==> src/rtl/sata_cmd_splitter.sv <==
// sata_cmd_splitter
//
// Command front end for the SATA host wrapper. Takes one transfer request
// (type, start LBA, sector count), cuts it into chunks of at most
// MAX_SECTORS sectors, and issues each chunk over the ready_for_cmd /
// new_cmd handshake. Each wait on the host is guarded by a watchdog.
//
// Parameters
//   MAX_SECTORS  largest sector_count per issued command (power of two)
//   ACK_CYCLES   cycles allowed for ready_for_cmd to fall after new_cmd
//   TIMEOUT      cycles allowed for ready_for_cmd to rise again
//
// Ports
//   clk, rst_n     clock, asynchronous active-low reset
//   req_valid      request present
//   req_ready      high only while idle; accept = req_valid && req_ready
//   req_type       00 read, 01 write, 10 flush, 11 reserved
//   req_lba        start sector address
//   req_count      total sectors
//   ready_for_cmd  host idle and able to take a command
//   new_cmd        one-cycle issue strobe
//   cmd_type       type of the issued chunk (held until next new_cmd)
//   sector_addr    chunk start LBA (held until next new_cmd)
//   sector_count   chunk length (held until next new_cmd)
//   busy           high from acceptance until done/err
//   done           one-cycle pulse when all chunks have completed
//   err            sticky error flag, cleared by the next accepted request
//   err_code       01 reject, 10 ack timeout, 11 completion timeout
//   chunks_left    chunks still to issue, including the current one
module sata_cmd_splitter #(
    parameter int MAX_SECTORS = 256,
    parameter int ACK_CYCLES  = 16,
    parameter int TIMEOUT     = 1 << 24
) (
    input  logic        clk,
    input  logic        rst_n,
    input  logic        req_valid,
    output logic        req_ready,
    input  logic [1:0]  req_type,
    input  logic [31:0] req_lba,
    input  logic [31:0] req_count,
    input  logic        ready_for_cmd,
    output logic        new_cmd,
    output logic [1:0]  cmd_type,
    output logic [31:0] sector_addr,
    output logic [31:0] sector_count,
    output logic        busy,
    output logic        done,
    output logic        err,
    output logic [1:0]  err_code,
    output logic [31:0] chunks_left
);

    localparam int          SHIFT     = $clog2(MAX_SECTORS);
    localparam logic [31:0] MAX_W     = 32'(MAX_SECTORS);
    localparam logic [32:0] MAX_W33   = 33'(MAX_SECTORS);
    localparam logic [32:0] LBA_SPACE = 33'h1_0000_0000;
    // Watchdogs are loaded with N-1 on entry so that expiry lands exactly
    // N cycles after the state was entered.
    localparam logic [31:0] ACK_LOAD  = 32'(ACK_CYCLES - 1);
    localparam logic [31:0] DONE_LOAD = 32'(TIMEOUT - 1);

    localparam logic [1:0] TYPE_FLUSH    = 2'b10;
    localparam logic [1:0] TYPE_RESERVED = 2'b11;

    localparam logic [1:0] ERR_REJECT   = 2'b01;
    localparam logic [1:0] ERR_ACK_TO   = 2'b10;
    localparam logic [1:0] ERR_DONE_TO  = 2'b11;

    typedef enum logic [2:0] {
        IDLE,
        ISSUE,
        WAIT_ACK,
        WAIT_DONE,
        FINISH
    } state_t;

    state_t      state;
    logic [31:0] wd;

    // Latched request: only meaningful after an accept, so no reset.
    logic [1:0]  type_q;
    logic [31:0] lba;
    logic [31:0] remaining;

    logic        accept;
    logic        load_req;
    logic        chunk_done;
    logic        flush_q;
    logic        reject;
    logic [32:0] req_end;
    logic [31:0] req_chunks;

    // Chunk length: the remaining sector count saturated at MAX_SECTORS.
    function automatic logic [31:0] clamp_chunk(input logic [31:0] rem);
        return (rem < MAX_W) ? rem : MAX_W;
    endfunction

    // ceil(count / MAX_SECTORS); the 33-bit sum cannot overflow, and the
    // shifted result always fits back into 32 bits.
    function automatic logic [31:0] ceil_chunks(input logic [31:0] count);
        logic [32:0] rounded;
        rounded = {1'b0, count} + (MAX_W33 - 33'd1);
        return 32'(rounded >> SHIFT);
    endfunction

    assign accept     = req_valid && req_ready;
    assign load_req   = (state == IDLE) && accept;
    assign chunk_done = (state == WAIT_DONE) && ready_for_cmd;
    assign flush_q    = (type_q == TYPE_FLUSH);
    assign busy       = (state != IDLE);

    // The range check is done in 33 bits so that a request ending exactly
    // at the top of the 32-bit LBA space is still legal. Flush ignores its
    // count, so only reads and writes are range checked.
    assign req_end    = {1'b0, req_lba} + {1'b0, req_count};
    assign reject     = (req_type == TYPE_RESERVED) ||
                        ((req_type != TYPE_FLUSH) && (req_end > LBA_SPACE));
    assign req_chunks = ceil_chunks(req_count);

    // Request datapath: loaded on accept, advanced once per completed chunk.
    always_ff @(posedge clk) begin
        if (load_req) begin
            type_q    <= req_type;
            lba       <= req_lba;
            remaining <= req_count;
        end else if (chunk_done) begin
            lba       <= lba + sector_count;
            remaining <= remaining - sector_count;
        end
    end

    // Control FSM with registered outputs.
    always_ff @(posedge clk or negedge rst_n) begin
        if (!rst_n) begin
            state        <= IDLE;
            wd           <= '0;
            req_ready    <= 1'b1;
            new_cmd      <= 1'b0;
            done         <= 1'b0;
            err          <= 1'b0;
            err_code     <= 2'b00;
            cmd_type     <= 2'b00;
            sector_addr  <= '0;
            sector_count <= '0;
            chunks_left  <= '0;
        end else begin
            new_cmd <= 1'b0;
            done    <= 1'b0;

            case (state)
                // Idle: take a request, or reject it without leaving IDLE.
                IDLE: begin
                    req_ready <= 1'b1;
                    if (accept) begin
                        err      <= 1'b0;
                        err_code <= 2'b00;
                        if (reject) begin
                            err         <= 1'b1;
                            err_code    <= ERR_REJECT;
                            chunks_left <= '0;
                        end else if (req_type == TYPE_FLUSH) begin
                            chunks_left <= 32'd1;
                            req_ready   <= 1'b0;
                            state       <= ISSUE;
                        end else if (req_count == '0) begin
                            chunks_left <= '0;
                            req_ready   <= 1'b0;
                            state       <= FINISH;
                        end else begin
                            chunks_left <= req_chunks;
                            req_ready   <= 1'b0;
                            state       <= ISSUE;
                        end
                    end
                end

                // Issue: no watchdog here; wait as long as the host is busy.
                ISSUE: begin
                    if (ready_for_cmd) begin
                        new_cmd      <= 1'b1;
                        cmd_type     <= type_q;
                        sector_addr  <= lba;
                        sector_count <= flush_q ? 32'd0 : clamp_chunk(remaining);
                        wd           <= ACK_LOAD;
                        state        <= WAIT_ACK;
                    end
                end

                // Wait for the host to drop ready; the edge wins over expiry.
                WAIT_ACK: begin
                    if (!ready_for_cmd) begin
                        wd    <= DONE_LOAD;
                        state <= WAIT_DONE;
                    end else if (wd == '0) begin
                        err      <= 1'b1;
                        err_code <= ERR_ACK_TO;
                        state    <= IDLE;
                    end else begin
                        wd <= wd - 32'd1;
                    end
                end

                // Wait for chunk completion; the edge wins over expiry.
                WAIT_DONE: begin
                    if (ready_for_cmd) begin
                        chunks_left <= chunks_left - 32'd1;
                        if (flush_q || (remaining == sector_count)) begin
                            state <= FINISH;
                        end else begin
                            state <= ISSUE;
                        end
                    end else if (wd == '0) begin
                        err      <= 1'b1;
                        err_code <= ERR_DONE_TO;
                        state    <= IDLE;
                    end else begin
                        wd <= wd - 32'd1;
                    end
                end

                // Finish: one done pulse; req_ready follows a cycle later.
                FINISH: begin
                    done  <= 1'b1;
                    state <= IDLE;
                end

                default: begin
                    state <= IDLE;
                end
            endcase
        end
    end

endmodule

==> config.mk <==
export PLATFORM = sky130hd
export DESIGN_NAME = sata_cmd_splitter
export DESIGN_NICKNAME = d
export VERILOG_FILES = /design/src/rtl/sata_cmd_splitter.sv
export SDC_FILE = /design/constraint.sdc
export NUM_CORES = 1
export LEC_CHECK = 0
export CAP_MARGIN = 25
export CORE_UTILIZATION = 30
export DETAILED_ROUTE_END_ITERATION = 6
export SYNTH_ARGS = -nofsm -noshare
export SYNTH_HDL_FRONTEND = slang
export SYNTH_SLANG_ARGS = --single-unit
==> constraint.sdc <==
create_clock -name clk -period 7.55 [get_ports clk]
set_input_delay 1.51 -clock clk [delete_from_list [all_inputs] [get_ports clk]]
set_output_delay 1.51 -clock clk [all_outputs]
set_load 0.05 [all_outputs]
==> summary.md <==
| Metric | Value |
|---|---|
| Run status | complete, but fails checks |
| Failing checks | DRC |
| Post-route ant nets | 0 |
| Commonest non-fill, non-tap cell in the layout | nand2_1 |
| Power Total | 7040 uW |
| Avg WL per Cell | 20.5 microns |
| Setup Buffers After CTS | 0 |
| Synth Cell Area | 14,300 sq um |
| Routed vias | 13,700 |
| Resized cells post-CTS | 0 |
| R2R Path Start | sector_count[0]$_DFFE_PN0P_ |
| Reg2reg end | lba[30]$_DFFE_PP_ |
| Tot GR Track Use | 20.7% |
| Seq cells post-synth | 205 |
| Core Box Area | 46,900 sq um |
| Cells on Worst Hold Path | 2 |
| Reg2reg path depth | 14 |
| Die X | 221 microns |
| Most frequent cells in the layout | nand2_1, clkdlybuf4s50_1, nor2_1, a21oi_1, dfrtp_1 |
| Die Span Y | 221 microns |
| Slew margin rel. | 27.6% |
| CP Max Fanout | 24 |
| Initial DRC Count | 1,021 |
| Power per cell area | 401 nW/um^2 |
| Die area | 48,700 sq um |
| Minimum clock period | 5.81 ns |
| Worst setup SP type | primary input |
| Post-synth top area share | 24.1% |
| Sequential share of the synthesized area | 38.1% |
| Flop-to-flop setup slack | 2.98 ns |
| Fill cell count | 4,829 |
| Hold buffers post-CTS | 0 |
| Critical path type | in2reg |
| Leak pwr | 0.00713 uW |
| Post-synth EDFFs | 66 |
| Fin nets | 2,020 |
| Clock power frac | 18.5% |
| Worst Tran Pin Value | 1.08 ns |
| Diodes inserted | 0 |
| Grt ovf | 0 |
| Ports | 175 |
| CP peak stage delay | 0.67 ns |
| Yosys cell types | 77 |
| Via density | 5.52 |
| CP required | 7.99 ns |
| Hold Path Sink | cmd_type[0]$_DFFE_PN0P_ |
| TritonRoute pass-1 iters | 7 |
| # setup viols final | 0 |
| MaxCap Viol Count | 0 |
| Switch share | 45.8% |
| Final Slew Violations | 0 |
| Initial core utilization | 30.6% |
| Clock Path Buffers | 3 |
| Synth Flop Type | dfrtp_1 |
| Layout area overhead | 22.3% |
| # rows | 79 |
| Hold_sp | type_q[0]$_DFFE_PP_ |
| Initial antenna violation count | 0 |
| Flop pwr share | 29.1% |
| Ranking of synthesized cells by area | dfrtp_1, edfxtp_1, ha_1 |
| TritonCTS Buffers | 26 |
| Placed Area | 16,700 sq um |
| HP Class | reg2reg |
| DRC violations left | 5 |
| Comb pwr share | 52.4% |
| Final Hold Viols | 0 |
| Share of post-route cells with drive strength above 1 | 4.38% |
| Mapped Cells | 1,703 |
| Crit end category | register |
| Post-synthesis net count | 1,872 |
| Vias in the first global route | 13,400 |
| Clk sink count | 205 |
| VDD IR max | 0.180 mV |
| Fin area | 17,500 sq um |
| Fin crit share | 77.0% |
| Wirelength, routed | 50.9 mm |
| Port bufs | 174 |
| Worst path slowest cell | nand2_1 |
| Post-DP HPWL | 38.2 mm |
| Clock Skew | 0.0113 ns |
| Worst-Skew Late Latency | 0.55 ns |
| Yosys synthesis warning count | 0 |
| Setup TNS | 0 ns |
| H-tree depth | 1 |
| Mean Syn Cell Area | 8.43 sq um |
| Worst path arrival time | 6.26 ns |
| Fmax | 0.172 GHz |
| Largest net degree at the start of global routing | 76 |
| CTS tree | yes |
| Critical Path Most Common Cell | nor4_1 |
| RSZ-0062 raised after global routing | no |
| Net Sw Power | 3220 uW |
| RD Place Congestion | 0.899 |
| Int Pwr | 3810 uW |
| Ys async rst share | 67.8% |
| Root Driver | clkbuf_16 |
| Clk slew on worst S/H paths | 0.06 ns |
| Post-synth top area cell | dfrtp_1 |
| First-pass GRT wire length | 78.7 mm |
| CP Cell Sequence | clkdlybuf4s50_1 -> ha_1 -> fa_1 -> a211o_1 -> a211oi_2 -> o21a_2 -> nor4_1 -> o21ai_0 -> xnor2_1 -> nor4_1 -> nand4_1 -> o41ai_2 -> nand2_1 -> o221ai_1 |
-- metal layers --
metal	up-vias	part of all wire [%]	global-route usage [%]
li1	6501	-	-
met1	6715	45	28.3
met2	408	48	34.8
met3	52	5.0	2.23
met4	0	1.8	5.16
met5	-	0	0
-- cell usage after synthesis, types with 8 or more instances --
cell / count
buf_1: 8
nand2b_1: 17
nand4_1: 28
o22ai_1: 13
a21o_1: 45
and3_1: 16
nor2b_1: 12
xnor2_1: 50
nand2_1: 261
or4_1: 10
inv_1: 66
dfrtp_1: 138
ha_1: 96
and2_1: 11
o21a_1: 13
a211oi_1: 12
or3_1: 17
nor4_1: 33
a311oi_1: 10
o21ai_1: 18
or2_2: 8
a31oi_1: 11
xor2_1: 50
o31ai_1: 14
o21bai_1: 8
nor3_1: 51
nor2_1: 156
clkbuf_1: 50
o21ai_0: 130
a21oi_1: 148
edfxtp_1: 66
nand3_1: 28
-- flip-flops by register name, summed over array words and instances (netlist names), 2 cells and up --
name,flops
sector_addr,32
cmd_type,2
wd,32
sector_count,32
type_q,2
lba,32
chunks_left,32
err_code,2
state,3
remaining,32
-- cells by family (layout without fill, tap and decap cells) --
group                      after synthesis  after routing  share of synthesized area [%]
and+or+nand+nor                        672            672                           21.8
adders and majority gates               99             99                           8.79
DFF                                    205            205                           38.1
xor gates and xnor gates               100            100                           6.10
AOI/OAI and AO/OA                      496            496                           21.7
buffers and inverters                  128            296                           3.40
muxes                                    3              3                          0.227
-- worst max-delay path, delay by kind of cell --
kind | cells | cell delay [ns]
AOI/OAI and AO/OA | 6 | 2.22
and+or+nand+nor | 4 | 1.14
adders and majority gates | 2 | 0.71
buffers and inverters | 1 | 0.52
xor gates and xnor gates | 1 | 0.12
-- area by class of cell --
cell class / instances / area (sq um) / share of cell area, %
tap: 607 / 759 / 4.33
clock buffer: 36 / 698 / 3.98
timing repair buffer: 182 / 1800 / 10.3
sequential: 205 / 5460 / 31.1
clock inverter: 12 / 171 / 0.977
inverter: 66 / 248 / 1.41
multi-input combinational: 1370 / 8410 / 47.9
-- through the flow --
step	utilization, %	hold WS (ns)	setup slack [ns]	std cells
floorplan	-	0.431	2.63	1703
global placement	35.6	0.448	1.24	2430
detailed placement	35.6	0.453	1.20	2430
CTS	37.5	0.465	1.77	2478
global route	37.5	0.482	1.46	2478
finish	37.5	0.460	1.74	2478
-- how the worst max path moves through the flow --
stage / from / end / slack, ns / depth (start not counted)
after floorplan: ready_for_cmd / chunks_left[1]$_DFFE_PN0P_ / 2.63 / 9
after detailed placement: req_lba[0] / chunks_left[15]$_DFFE_PN0P_ / 1.20 / 13
after global placement: req_lba[0] / chunks_left[22]$_DFFE_PN0P_ / 1.24 / 14
final: req_lba[0] / chunks_left[15]$_DFFE_PN0P_ / 1.74 / 14
after CTS: req_lba[0] / chunks_left[15]$_DFFE_PN0P_ / 1.77 / 14
after global routing: req_lba[0] / chunks_left[22]$_DFFE_PN0P_ / 1.46 / 14
-- power groups by stage --
| stage | Clock (uW) | Combinational, uW | Sequential [uW] |
|---|---|---|---|
| after floorplan | 0 | 2080 | 2540 |
| after global placement | 0 | 3580 | 2060 |
| after detailed placement | 0 | 3650 | 2070 |
| after CTS | 1330 | 3670 | 2050 |
| after global routing | 1370 | 4040 | 2110 |
| final | 1300 | 3690 | 2050 |
Note: power is estimated with default switching activity, not from simulation.
